==> config.mk <==
export PLATFORM = sky130hd
export DESIGN_NAME = ex_mult_iter
export DESIGN_NICKNAME = d
export VERILOG_FILES = /design/src/rtl/ex_mult_iter.sv
export SDC_FILE = /design/constraint.sdc
export NUM_CORES = 1
export LEC_CHECK = 0
export BUFFER_PORTS_ARGS = -buffer_cell sky130_fd_sc_hd__buf_2
export CAP_MARGIN = 20
export CELL_PAD_IN_SITES_DETAIL_PLACEMENT = 1
export CELL_PAD_IN_SITES_GLOBAL_PLACEMENT = 1
export CORE_ASPECT_RATIO = 0.5
export CORE_MARGIN = 2
export CORE_UTILIZATION = 45
export CTS_CLUSTER_DIAMETER = 200
export DETAILED_ROUTE_END_ITERATION = 10
export HOLD_SLACK_MARGIN = 0.02
export PLACE_DENSITY_LB_ADDON = 0.1
export SKIP_CTS_REPAIR_TIMING = 1
export SLEW_MARGIN = 20
export SYNTH_ARGS = -nofsm -noshare
export SYNTH_HDL_FRONTEND = slang
export SYNTH_SLANG_ARGS = --single-unit
==> constraint.sdc <==
create_clock -name clk -period 2.9 [get_ports clk]
set_input_delay 0.145 -clock clk [delete_from_list [all_inputs] [get_ports clk]]
set_output_delay 0.145 -clock clk [all_outputs]
set_load 0.02 [all_outputs]
==> src/rtl/ex_mult_iter.sv <==
`default_nettype none
// ============================================================================
//  Module   : ex_mult_iter
//  Purpose  : Iterative shift-add multiplier for the EX stage. Retires one
//             multiplier bit per cycle, stalls the front of the pipeline
//             while running, and hands a registered low-half product plus
//             destination register to the EX_MEM register.
//  Ports    : clk     - rising-edge clock
//             arst_n  - asynchronous active-low reset
//             start   - EX holds a MUL instruction
//             flush   - squash any in-flight operation
//             op_a    - multiplicand (DATA_W)
//             op_b    - multiplier   (DATA_W)
//             rd_in   - destination register of the MUL (RD_W)
//             busy    - stall request to hazard logic
//             valid   - one-cycle pulse, completed op ready for EX_MEM
//             result  - product[DATA_W-1:0], held until the next completion
//             rd_out  - destination register of the completed op, held
//  Revision : 1.0 - initial release
// ============================================================================
module ex_mult_iter #(
    parameter int DATA_W = 32,
    parameter int RD_W   = 5
) (
    input  logic              clk,
    input  logic              arst_n,
    input  logic              start,
    input  logic              flush,
    input  logic [DATA_W-1:0] op_a,
    input  logic [DATA_W-1:0] op_b,
    input  logic [RD_W-1:0]   rd_in,
    output logic              busy,
    output logic              valid,
    output logic [DATA_W-1:0] result,
    output logic [RD_W-1:0]   rd_out
);

    localparam int                C_CNT_W    = $clog2(DATA_W);
    localparam logic [C_CNT_W-1:0] C_CNT_LAST = C_CNT_W'(DATA_W - 1);

    typedef enum logic [1:0] {
        ST_IDLE = 2'd0,
        ST_BUSY = 2'd1,
        ST_DONE = 2'd2
    } state_t;

    state_t              r_state;
    state_t              w_state_next;
    logic [C_CNT_W-1:0]  r_cnt;
    logic [DATA_W-1:0]   r_acc;
    logic [DATA_W-1:0]   r_a_sh;
    logic [DATA_W-1:0]   r_b_sh;
    logic [RD_W-1:0]     r_rd_q;
    logic [DATA_W-1:0]   r_result;
    logic [RD_W-1:0]     r_rd_out;
    logic                w_launch;
    logic                w_step;
    logic                w_commit;

    // ------------------------------------------------------------------
    // State register
    // ------------------------------------------------------------------
    always_ff @(posedge clk or negedge arst_n) begin
        if (!arst_n) begin
            r_state <= ST_IDLE;
        end else begin
            r_state <= w_state_next;
        end
    end

    // ------------------------------------------------------------------
    // Next state and outputs. busy drops in DONE so ID_EX can advance on
    // the same edge that commits the result; a start seen in DONE is the
    // same MUL leaving ID_EX and must not relaunch.
    // ------------------------------------------------------------------
    always_comb begin
        w_state_next = r_state;
        busy         = 1'b0;
        valid        = 1'b0;
        w_launch     = 1'b0;
        w_step       = 1'b0;
        w_commit     = 1'b0;
        case (r_state)
            ST_IDLE: begin
                if (start && !flush) begin
                    w_launch     = 1'b1;
                    busy         = 1'b1;
                    w_state_next = ST_BUSY;
                end
            end
            ST_BUSY: begin
                if (flush) begin
                    w_state_next = ST_IDLE;
                end else begin
                    busy   = 1'b1;
                    w_step = 1'b1;
                    if (r_cnt == C_CNT_LAST) begin
                        w_state_next = ST_DONE;
                    end
                end
            end
            ST_DONE: begin
                w_state_next = ST_IDLE;
                valid        = !flush;
                w_commit     = !flush;
            end
            default: begin
                w_state_next = ST_IDLE;
            end
        endcase
    end

    // ------------------------------------------------------------------
    // Datapath. Operands are captured only at launch, so later changes on
    // the ID_EX outputs cannot disturb the running product.
    // ------------------------------------------------------------------
    always_ff @(posedge clk or negedge arst_n) begin
        if (!arst_n) begin
            r_cnt    <= '0;
            r_acc    <= '0;
            r_a_sh   <= '0;
            r_b_sh   <= '0;
            r_rd_q   <= '0;
            r_result <= '0;
            r_rd_out <= '0;
        end else begin
            if (w_launch) begin
                r_a_sh <= op_a;
                r_b_sh <= op_b;
                r_rd_q <= rd_in;
                r_acc  <= '0;
                r_cnt  <= '0;
            end else if (w_step) begin
                // Carries beyond DATA_W fall off: only the low half is kept.
                r_acc  <= r_acc + (r_b_sh[0] ? r_a_sh : '0);
                r_a_sh <= r_a_sh << 1;
                r_b_sh <= r_b_sh >> 1;
                r_cnt  <= r_cnt + C_CNT_W'(1);
            end
            if (w_commit) begin
                r_result <= r_acc;
                r_rd_out <= r_rd_q;
            end
        end
    end

    assign result = r_result;
    assign rd_out = r_rd_out;

endmodule
`default_nettype wire
======== Word-level counts from Yosys, hierarchy flattened ========
Cells that the tools add are included.
operators by class
  bitwise operators ....................... 0
  reduce and logical (&&, ||, !) cells .... 5
  $add $sub $neg .......................... 2
  multiplexer cells ....................... 19
  shift-type cells ........................ 0
  multiply operators ...................... 0
  equal/unequal tests ..................... 5
  order comparisons ....................... 0
  divide/modulo/power cells ............... 0
operators with widths
  kind                                                                   number
  32-bit 2-to-1 mux                                                      7
  32-bit adder                                                           1
  5-bit 2-to-1 mux                                                       2
  2-bit 2-to-1 mux                                                       3
  5-bit by 1-bit adder with 5-bit output, second input constant          1
  5-bit equality test, second input constant                             1
  1-bit 2-to-1 mux                                                       5
  2-bit case mux with 2 select lines                                     1
  3-bit != test, second input constant                                   1
  2-bit by 1-bit equality test with 1-bit output, second input constant  1
  2-bit equality test, second input constant                             1
  2-bit logical NOT                                                      1
  2-bit != test, second input constant                                   1
  1-bit case mux with 2 select lines                                     1
  2-bit AND reduction                                                    1
  2-bit nonzero test                                                     1
  1-bit logical AND                                                      1
  1-bit logical NOT                                                      1
word-level totals
  RAM bits ................................ 0
  register bits ........................... 145
  memories kept ........................... 0
  ROM bits ................................ 0
  logic and storage cells ................. 39
  output and inout port bits .............. 39
  latch bits .............................. 0

======== Longest topological paths before layout ========
Gate-level depths: netlist of run 1.
  depth after elaboration ................. 5
  mapped depth ............................ 12
  gate-level depth less buffers ........... 12

======== Worst setup path before layout of run 1 ========
Ideal clock, no wire load.
  kind .................................... register to register
  from .................................... reg r_b_sh[0]
  to ...................................... reg r_acc[30]
  slack ................................... 0.236 ns
  clock period less this slack ............ 2.664 ns
  library setup time ...................... 0.130 ns
  arrival time ............................ 2.535 ns
  cell stages (with the launch flop) ...... 12
  data required time ...................... 2.770 ns
  path buffers ............................ 1
  cells stage by stage .................... dfrtp_1 clkbuf_1 nand2_1 fa_1 nand2b_1 a21oi_2 o21ai_2 o221a_2 o211a_4 o31ai_2 xnor2_1 o21ai_1
on the way
  longest elaborated chain between the ends .. 4
ends and longest elaborated chain
  item                      RTL line  text
  start: declaration        52        logic [DATA_W-1:0] r_b_sh;
  start signal: assignment  129       r_b_sh <= op_b;
  start signal: assignment  137       r_b_sh <= r_b_sh >> 1;
  32-bit 2-to-1 mux         135       r_acc <= r_acc + (r_b_sh[0] ? r_a_sh : '0);
  32-bit adder              135
  32-bit 2-to-1 mux         133       end else if (w_step) begin
  32-bit 2-to-1 mux         127       if (w_launch) begin
  end signal: assignment    135
  end: declaration          50        logic [DATA_W-1:0] r_acc;
No other way between the ends. The select of a mux whose other input is x is not followed.
A chain may end at the register's enable or synchronous reset.

======== Final worst setup path of run 1 ========
  from .................................... reg r_a_sh[0]
  to ...................................... reg r_acc[30]
on the way
  longest elaborated chain between the ends .. 4
ends and longest elaborated chain
  item                      RTL line  text
  start: declaration        51        logic [DATA_W-1:0] r_a_sh;
  start signal: assignment  128       r_a_sh <= op_a;
  start signal: assignment  136       r_a_sh <= r_a_sh << 1;
  32-bit 2-to-1 mux         135
  32-bit adder              135
  32-bit 2-to-1 mux         133
  32-bit 2-to-1 mux         127
No other way between the ends. The select of a mux whose other input is x is not followed.

==> results_dict.tcl, run 1 <==
set metrics [dict create \
    utilization_pct 62.3 \
    clkSinkCount 145 \
    fin_crit_sh_pct 98.2 \
    antenna_found_initial 0 \
    grt_first_pass_wirelength_um 36100 \
    finalHoldViolations 0 \
    syn_to_final_growth_pct 33.1 \
    p_leak_nw 5.07 \
    wl_per_cell_um 19.2 \
    diodes 0 \
    status "complete, no violations" \
    dr.first_iter.drc_count 323 \
    globalRouteOverflowTotal 0 \
    path_cells "and2_4 > ha_1 > inv_1 > fa_1 > nand2b_1 > a21oi_2 > o21ai_2 > o221a_4 > o211a_4 > o31ai_4 > xnor2_1 > o21ai_1" \
    critPathKind "register to register" \
    rows 33 \
    ctsLongestPathBuffers 2 \
    fin_skew_ns 0.0130 \
    cp_max_fo 4 \
    die_y_um 97.1 \
    cts_buffers 17 \
    h-tree-depth 4 \
    synth-edff-count 0 \
    portBuffers 111 \
    grt_max_degree 84 \
    synth_seq_cells 145 \
    critPathCaptureType "register" \
    drv_cap 0 \
    track_usage_pct 24.7 \
    synthArstFlopShare_pct 100 \
    placed_cells 1120 \
    yosysWarnings 0 \
    finalCriticalPeriod_ns 2.85 \
    dr_total_vias 6798 \
    drv_slew 0 \
    cts_tree "done" \
    critPathTopFamily "compound AO/OA/AOI/OAI gates" \
    cp-start-kind "register" \
    hpwl_um 14900 \
    cts-root-buf "clkbuf_16" \
    first_pass_iters 5 \
    p_per_area_nw_per_um2 718 \
    n_fill_cell 1821 \
    syn_inst 797 \
    slew_headroom_pct 47.6 \
    first_global_vias 6903 \
    clk_latency_ns 0.43 \
    hp-class "input port to register" \
    rsz0062_at_grt "yes" \
    ant_nets 0 \
    drt-total-wl_um 23600 \
    crit_start "r_a_sh[0]" \
    worstSetupPathDepth 12 \
    fin_nets 1092 \
    rr_endpoint "r_acc[30]" \
    synth.avg_cell_area_um2 9.79 \
    fin_total_pwr_w 0.00746 \
    worst_slack_ns 0.0516 \
    crit_slowest_cell "dfrtp_1" \
    path_clk_slew_ns 0.07 \
    ioPinCount 112 \
    ir_drop_uv 486 \
    start_util_pct 46.8 \
    cp.arrival_ns 3.15 \
    r2r_start "r_a_sh[0]" \
    die-area_um2 18500 \
    required_ns 3.20 \
    synthesis.area_um2 7810 \
    synth-main-ff-cell "dfrtp_1" \
    dp_worst_setup_slack_ns -0.0162 \
    timing.hold.ws_ns 0.00104 \
    cp_slowest_stage_delay_ns 0.41 \
    cp.buffers_inverters 1 \
    instances_no_fill 1225 \
    viasPerCell 5.55 \
    place.gp.congestion 0.872 \
    drc 0 \
    synth.distinct_cells 63 \
    worstMarginPinSlew_ns 0.786 \
    drive_gt1_share_pct 27.0 \
    setup.worst_path.end "r_acc[30]" \
    timing.fmax_mhz 351 \
    die_width_um 190 \
    syn_nets 904 \
    setup_viol 0 \
    core_um2 16700 \
    seq_area_frac_synth_pct 46.5 \
    r2r_slack_ns 0.05 \
    rr_worst_depth 12 \
]
[cells in the mapped netlist (all sizes together), types with 2 or more instances]
cell type	number	area [um^2]
xor2	10	87.6
nand4	5	31.3
a21oi	30	154
a21boi	2	15.0
o21bai	6	45.0
nand2	155	582
dfrtp	145	3630
a21o	12	91.3
nor2	26	100
a22o	7	61.3
nand2b	6	37.5
xnor2	11	96.3
a211o	3	26.3
o31ai	7	67.6
mux2	37	417
a211oi	8	65.1
o21ai	72	364
nand3b	2	15.0
inv	14	52.6
and2	34	215
a32o	2	20.0
a31oi	5	31.3
nor3	9	45.0
a22oi	32	240
nor2b	3	18.8
buf	19	92.6
mux2i	33	330
nor3b	5	42.5
a2111oi	3	32.5
or3	2	12.5
clkbuf	25	93.8
o211ai	3	22.5
o21a	2	15.0
nand3	12	60.1
and3	3	20.0
ha	33	413
[cell families after synthesis]
kind of cell | share of synthesized area, %
AND/OR/NAND/NOR | 15.4
AO/OA/AOI/OAI | 17.6
flip-flops | 46.5
multiplexers | 9.57
buffers and inverters | 3.06
adder cells (fa/ha/maj) | 5.55
XOR/XNOR | 2.36
[layer usage]
metal  GRT usage (%)  vias up  share of wire, %
met1            34.4     3441                49
met4            5.61        0              0.68
li1                -     3202                 -
met2            38.9      137                47
met3            6.25       18               3.9
met5               0        -                 0
[report_power, final]
part | total, W | switching [W] | leakage [nW] | internal [W]
Sequential | 0.00279 | 0.000367 | 1.90 | 0.00242
Combinational | 0.00215 | 0.00119 | 2.84 | 0.000962
Clock | 0.00252 | 0.000955 | 0.326 | 0.00157
[how the worst min path moves through the flow]
stage / slack, ns / endpoint / from / cells after the start
after CTS: -0.21 / result[10] / arst_n / 1
after floorplan: -0.15 / r_a_sh[0] / arst_n / 0
final: 0.001 / r_b_sh[3] / op_b[3] / 3
after detailed placement: 0.25 / result[10] / arst_n / 1
after global routing: 0.01 / r_b_sh[3] / op_b[3] / 3
after global placement: 0.24 / result[10] / arst_n / 1
[area by class of cell]
type / count / area, um^2 / share of cell area, %
Tap cell: 227 / 284 / 2.73
Clock buffer: 18 / 439 / 4.23
Multi-Input combinational cell: 594 / 4200 / 40.4
Sequential cell: 145 / 3630 / 34.9
Inverter: 14 / 52.6 / 0.506
Timing Repair Buffer: 213 / 1560 / 15.0
Clock inverter: 14 / 225 / 2.17
[tightest hold or removal path: stages]
cell     delay, ns
buf_2         0.10
nand2_1       0.05
o21ai_0       0.09
[placed cells by master, fill, tap and decap left out, types with 4 or more instances in the layout]
master and count:
a31oi_1 4, inv_1 14, a211oi_1 6, buf_12 5, a21o_1 11, inv_6 5
nand4_1 5, bufinv_16 5, a21oi_1 25, nor3_1 8, buf_4 29, ha_1 18
nand3_1 12, mux2i_1 33, nand2b_1 6, ha_2 7, nand2_1 152, a21oi_2 5
xor2_1 10, nor2_1 24, mux2_2 37, xnor2_1 11, o21ai_1 9, ha_4 8
and2_1 30, a22oi_1 32, dfrtp_1 145, o21bai_1 6, buf_2 110, a22o_1 7
clkbuf_16 17, o31ai_1 4, dlygate4sd3_1 68, o21ai_0 60
[metrics by stage]
stage               setup TNS [ns]  area (um^2)
floorplan                        0         7810
global placement           -0.0678         8770
detailed placement         -0.0162         8770
CTS                        -0.0561         9430
global route                -0.152        10400
finish                           0        10400
[registers in the layout, indices dropped and copies added, names as in the netlist]
register and count:
result 32, r_a_sh 32, r_cnt 5, rd_out 5, r_rd_q 5, r_b_sh 32
r_acc 32, r_state 2
(Power assumes the default switching activity.)
==> run 2: changes to the inputs <==
--- a/config.mk
+++ b/config.mk
@@ -11,7 +11,7 @@
 export CELL_PAD_IN_SITES_GLOBAL_PLACEMENT = 1
 export CORE_ASPECT_RATIO = 0.5
 export CORE_MARGIN = 2
-export CORE_UTILIZATION = 45
+export CORE_UTILIZATION = 48
 export CTS_CLUSTER_DIAMETER = 200
 export DETAILED_ROUTE_END_ITERATION = 10
 export HOLD_SLACK_MARGIN = 0.02
==> constraint.sdc (replaced) <==
create_clock -name clk -period 3.4 [get_ports clk]
set_input_delay 0.17 -clock clk [delete_from_list [all_inputs] [get_ports clk]]
set_output_delay 0.17 -clock clk [all_outputs]
set_load 0.02 [all_outputs]
==> run 2 against run 1 <==
The flow now finishes with violations (negative hold slack). Sequential cell count did not move. Sequential share of layout area rose by 1.7 points. Die area fell by 6.1%. First-iteration DRC count fell by 1.2%. Global-route usage rose by 0.89 points. Critical endpoint is now r_acc[19].
==> results_dict.tcl, run 2 (synthesized netlist as in run 1, its figures left out) <==
set metrics [dict create \
    status "finished with violations" \
    violations "negative hold slack" \
    hp-class "input port to register" \
    drt-total-wl_um 23000 \
    timing.hold.ws_ns -0.0151 \
    tns_ns 0 \
    critPathCaptureType "register" \
    cp_max_fo 15 \
    crit_slowest_cell "a2111oi_0" \
    ctsLongestPathBuffers 2 \
    crit_path_frequent_cell "o21ai_1" \
    first_global_vias 6740 \
    start_util_pct 49.9 \
    die-area_um2 17400 \
    finalHoldViolations 2 \
    p_per_area_nw_per_um2 612 \
    ir_drop_uv 418 \
    ioPinCount 112 \
    track_usage_pct 25.6 \
    core_um2 15700 \
    rsz0062_at_grt "no" \
    rows 32 \
    h-tree-depth 4 \
    fin_crit_sh_pct 91.1 \
    placed_area_um2 8580 \
    clkSinkCount 145 \
    r2r_start "r_b_sh[0]" \
    critPathKind "register to register" \
    rr_endpoint "r_acc[19]" \
    ant_nets 0 \
    stdcell_area_um2 9900 \
    final-seq-area_um2 3630 \
    grt_max_degree 106 \
    diodes 0 \
    path_cells "buf_4 > and2_1 > ha_1 > a2111oi_0 > o21ai_1 > a21oi_1 > o21ai_1 > a211oi_2 > o21ai_1 > xnor2_1 > o21ai_0" \
    die_width_um 184 \
    min_to "r_b_sh[4]" \
    layout_commonest_cell "nand2_1" \
    dr_total_vias 6704 \
    placed_cells 1095 \
    antenna_found_initial 0 \
    first_pass_iters 5 \
    dr.first_iter.drc_count 319 \
    hpwl_um 14100 \
    cts_tree "done" \
    path_clk_slew_ns 0.07 \
    required_ns 3.73 \
    p_int_w 0.00398 \
    slew_headroom_pct 46.3 \
    place.gp.congestion 0.842 \
    worstMarginPinSlew_ns 0.806 \
    p_switching_w 0.00208 \
    portBuffers 111 \
    hp-start "op_b[4]" \
    p_leak_nw 4.94 \
    cp-start-kind "register" \
    cts_buffers 17 \
    fin_nets 1067 \
    syn_to_final_growth_pct 26.8 \
    drv_slew 0 \
    fin_total_pwr_w 0.00606 \
    die_y_um 94.2 \
    wl_per_cell_um 19.3 \
    hold_depth 3 \
    grt_first_pass_wirelength_um 34400 \
    drc 0 \
    cp.arrival_ns 3.43 \
    r2r_slack_ns 0.30 \
    n_fill_cell 1735 \
    finalCriticalPeriod_ns 3.10 \
    drv_cap 0 \
    viasPerCell 5.61 \
    pwr-share-clk_pct 34.4 \
    pwr-share-seq_pct 39.2 \
    instances_no_fill 1194 \
    clk_latency_ns 0.44 \
    globalRouteOverflowTotal 0 \
    setup_viol 0 \
    p_comb_share_pct 26.4 \
    multi_input_area_um2 3960 \
    cp_slowest_stage_delay_ns 0.47 \
    drive_gt1_share_pct 21.9 \
    layout_common_cells "154 x nand2_1, 145 x dfrtp_1, 110 x buf_2, 67 x dlygate4sd3_1, 62 x o21ai_0" \
    rr_worst_depth 11 \
    cts-root-buf "clkbuf_16" \
    timing.fmax_mhz 323 \
    fin_skew_ns 0.0150 \
    p_sw_share_pct 34.3 \
]
[run 2: cell type report]
type / instances / area share, %
Sequential cell: 145 / 36.7
Timing Repair Buffer: 188 / 13.5
Tap cell: 221 / 2.79
Multi-Input combinational cell: 594 / 40.0
Inverter: 14 / 0.531
Clock buffer: 17 / 4.30
Clock inverter: 15 / 2.23
[run 2: power groups by stage]
stage	Clock, W	Sequential [W]	Combinational, W
finish	0.00209	0.00237	0.00160
global route	0.00218	0.00241	0.00179
floorplan	0	0.00226	0.00112
CTS	0.00212	0.00236	0.00152
detailed placement	0	0.00238	0.00149
global placement	0	0.00237	0.00142
[run 2: metrics by stage]
stage	worst slack [ns]	utilization [%]
2_1_floorplan	0.736	-
3_3_place_gp	0.549	54.8
3_5_place_dp	0.384	54.8
4_1_cts	0.267	58.9
5_1_grt	0.0525	63.2
6_report	0.302	63.2
[run 2: critical path: cells and delay by family, from the launching register on]
kind | cells | cell delay (ns)
adders and majority gates | 1 | 0.34
xor gates and xnor gates | 1 | 0.12
AOI/OAI and AO/OA | 7 | 1.73
and+or+nand+nor | 1 | 0.17
buffers and inverters | 1 | 0.20
DFF | 1 | 0.41
[run 2: routing by layer]
layer	track usage (%)	wire length, um
met4	8.47	322
met5	0	0
met1	33.8	10700
met3	5.85	958
met2	41.8	11100
[run 2: how the worst max path moves through the flow]
stage,start,endpoint,slack [ns],cells past startpoint
5_1_grt,r_b_sh[0],r_acc[15],0.05,10
3_3_place_gp,r_b_sh[0],r_acc[19],0.55,11
2_1_floorplan,r_b_sh[0],r_acc[30],0.74,11
3_5_place_dp,r_b_sh[0],r_acc[19],0.38,11
6_report,r_b_sh[0],r_acc[19],0.30,11
4_1_cts,r_b_sh[0],r_acc[19],0.27,11
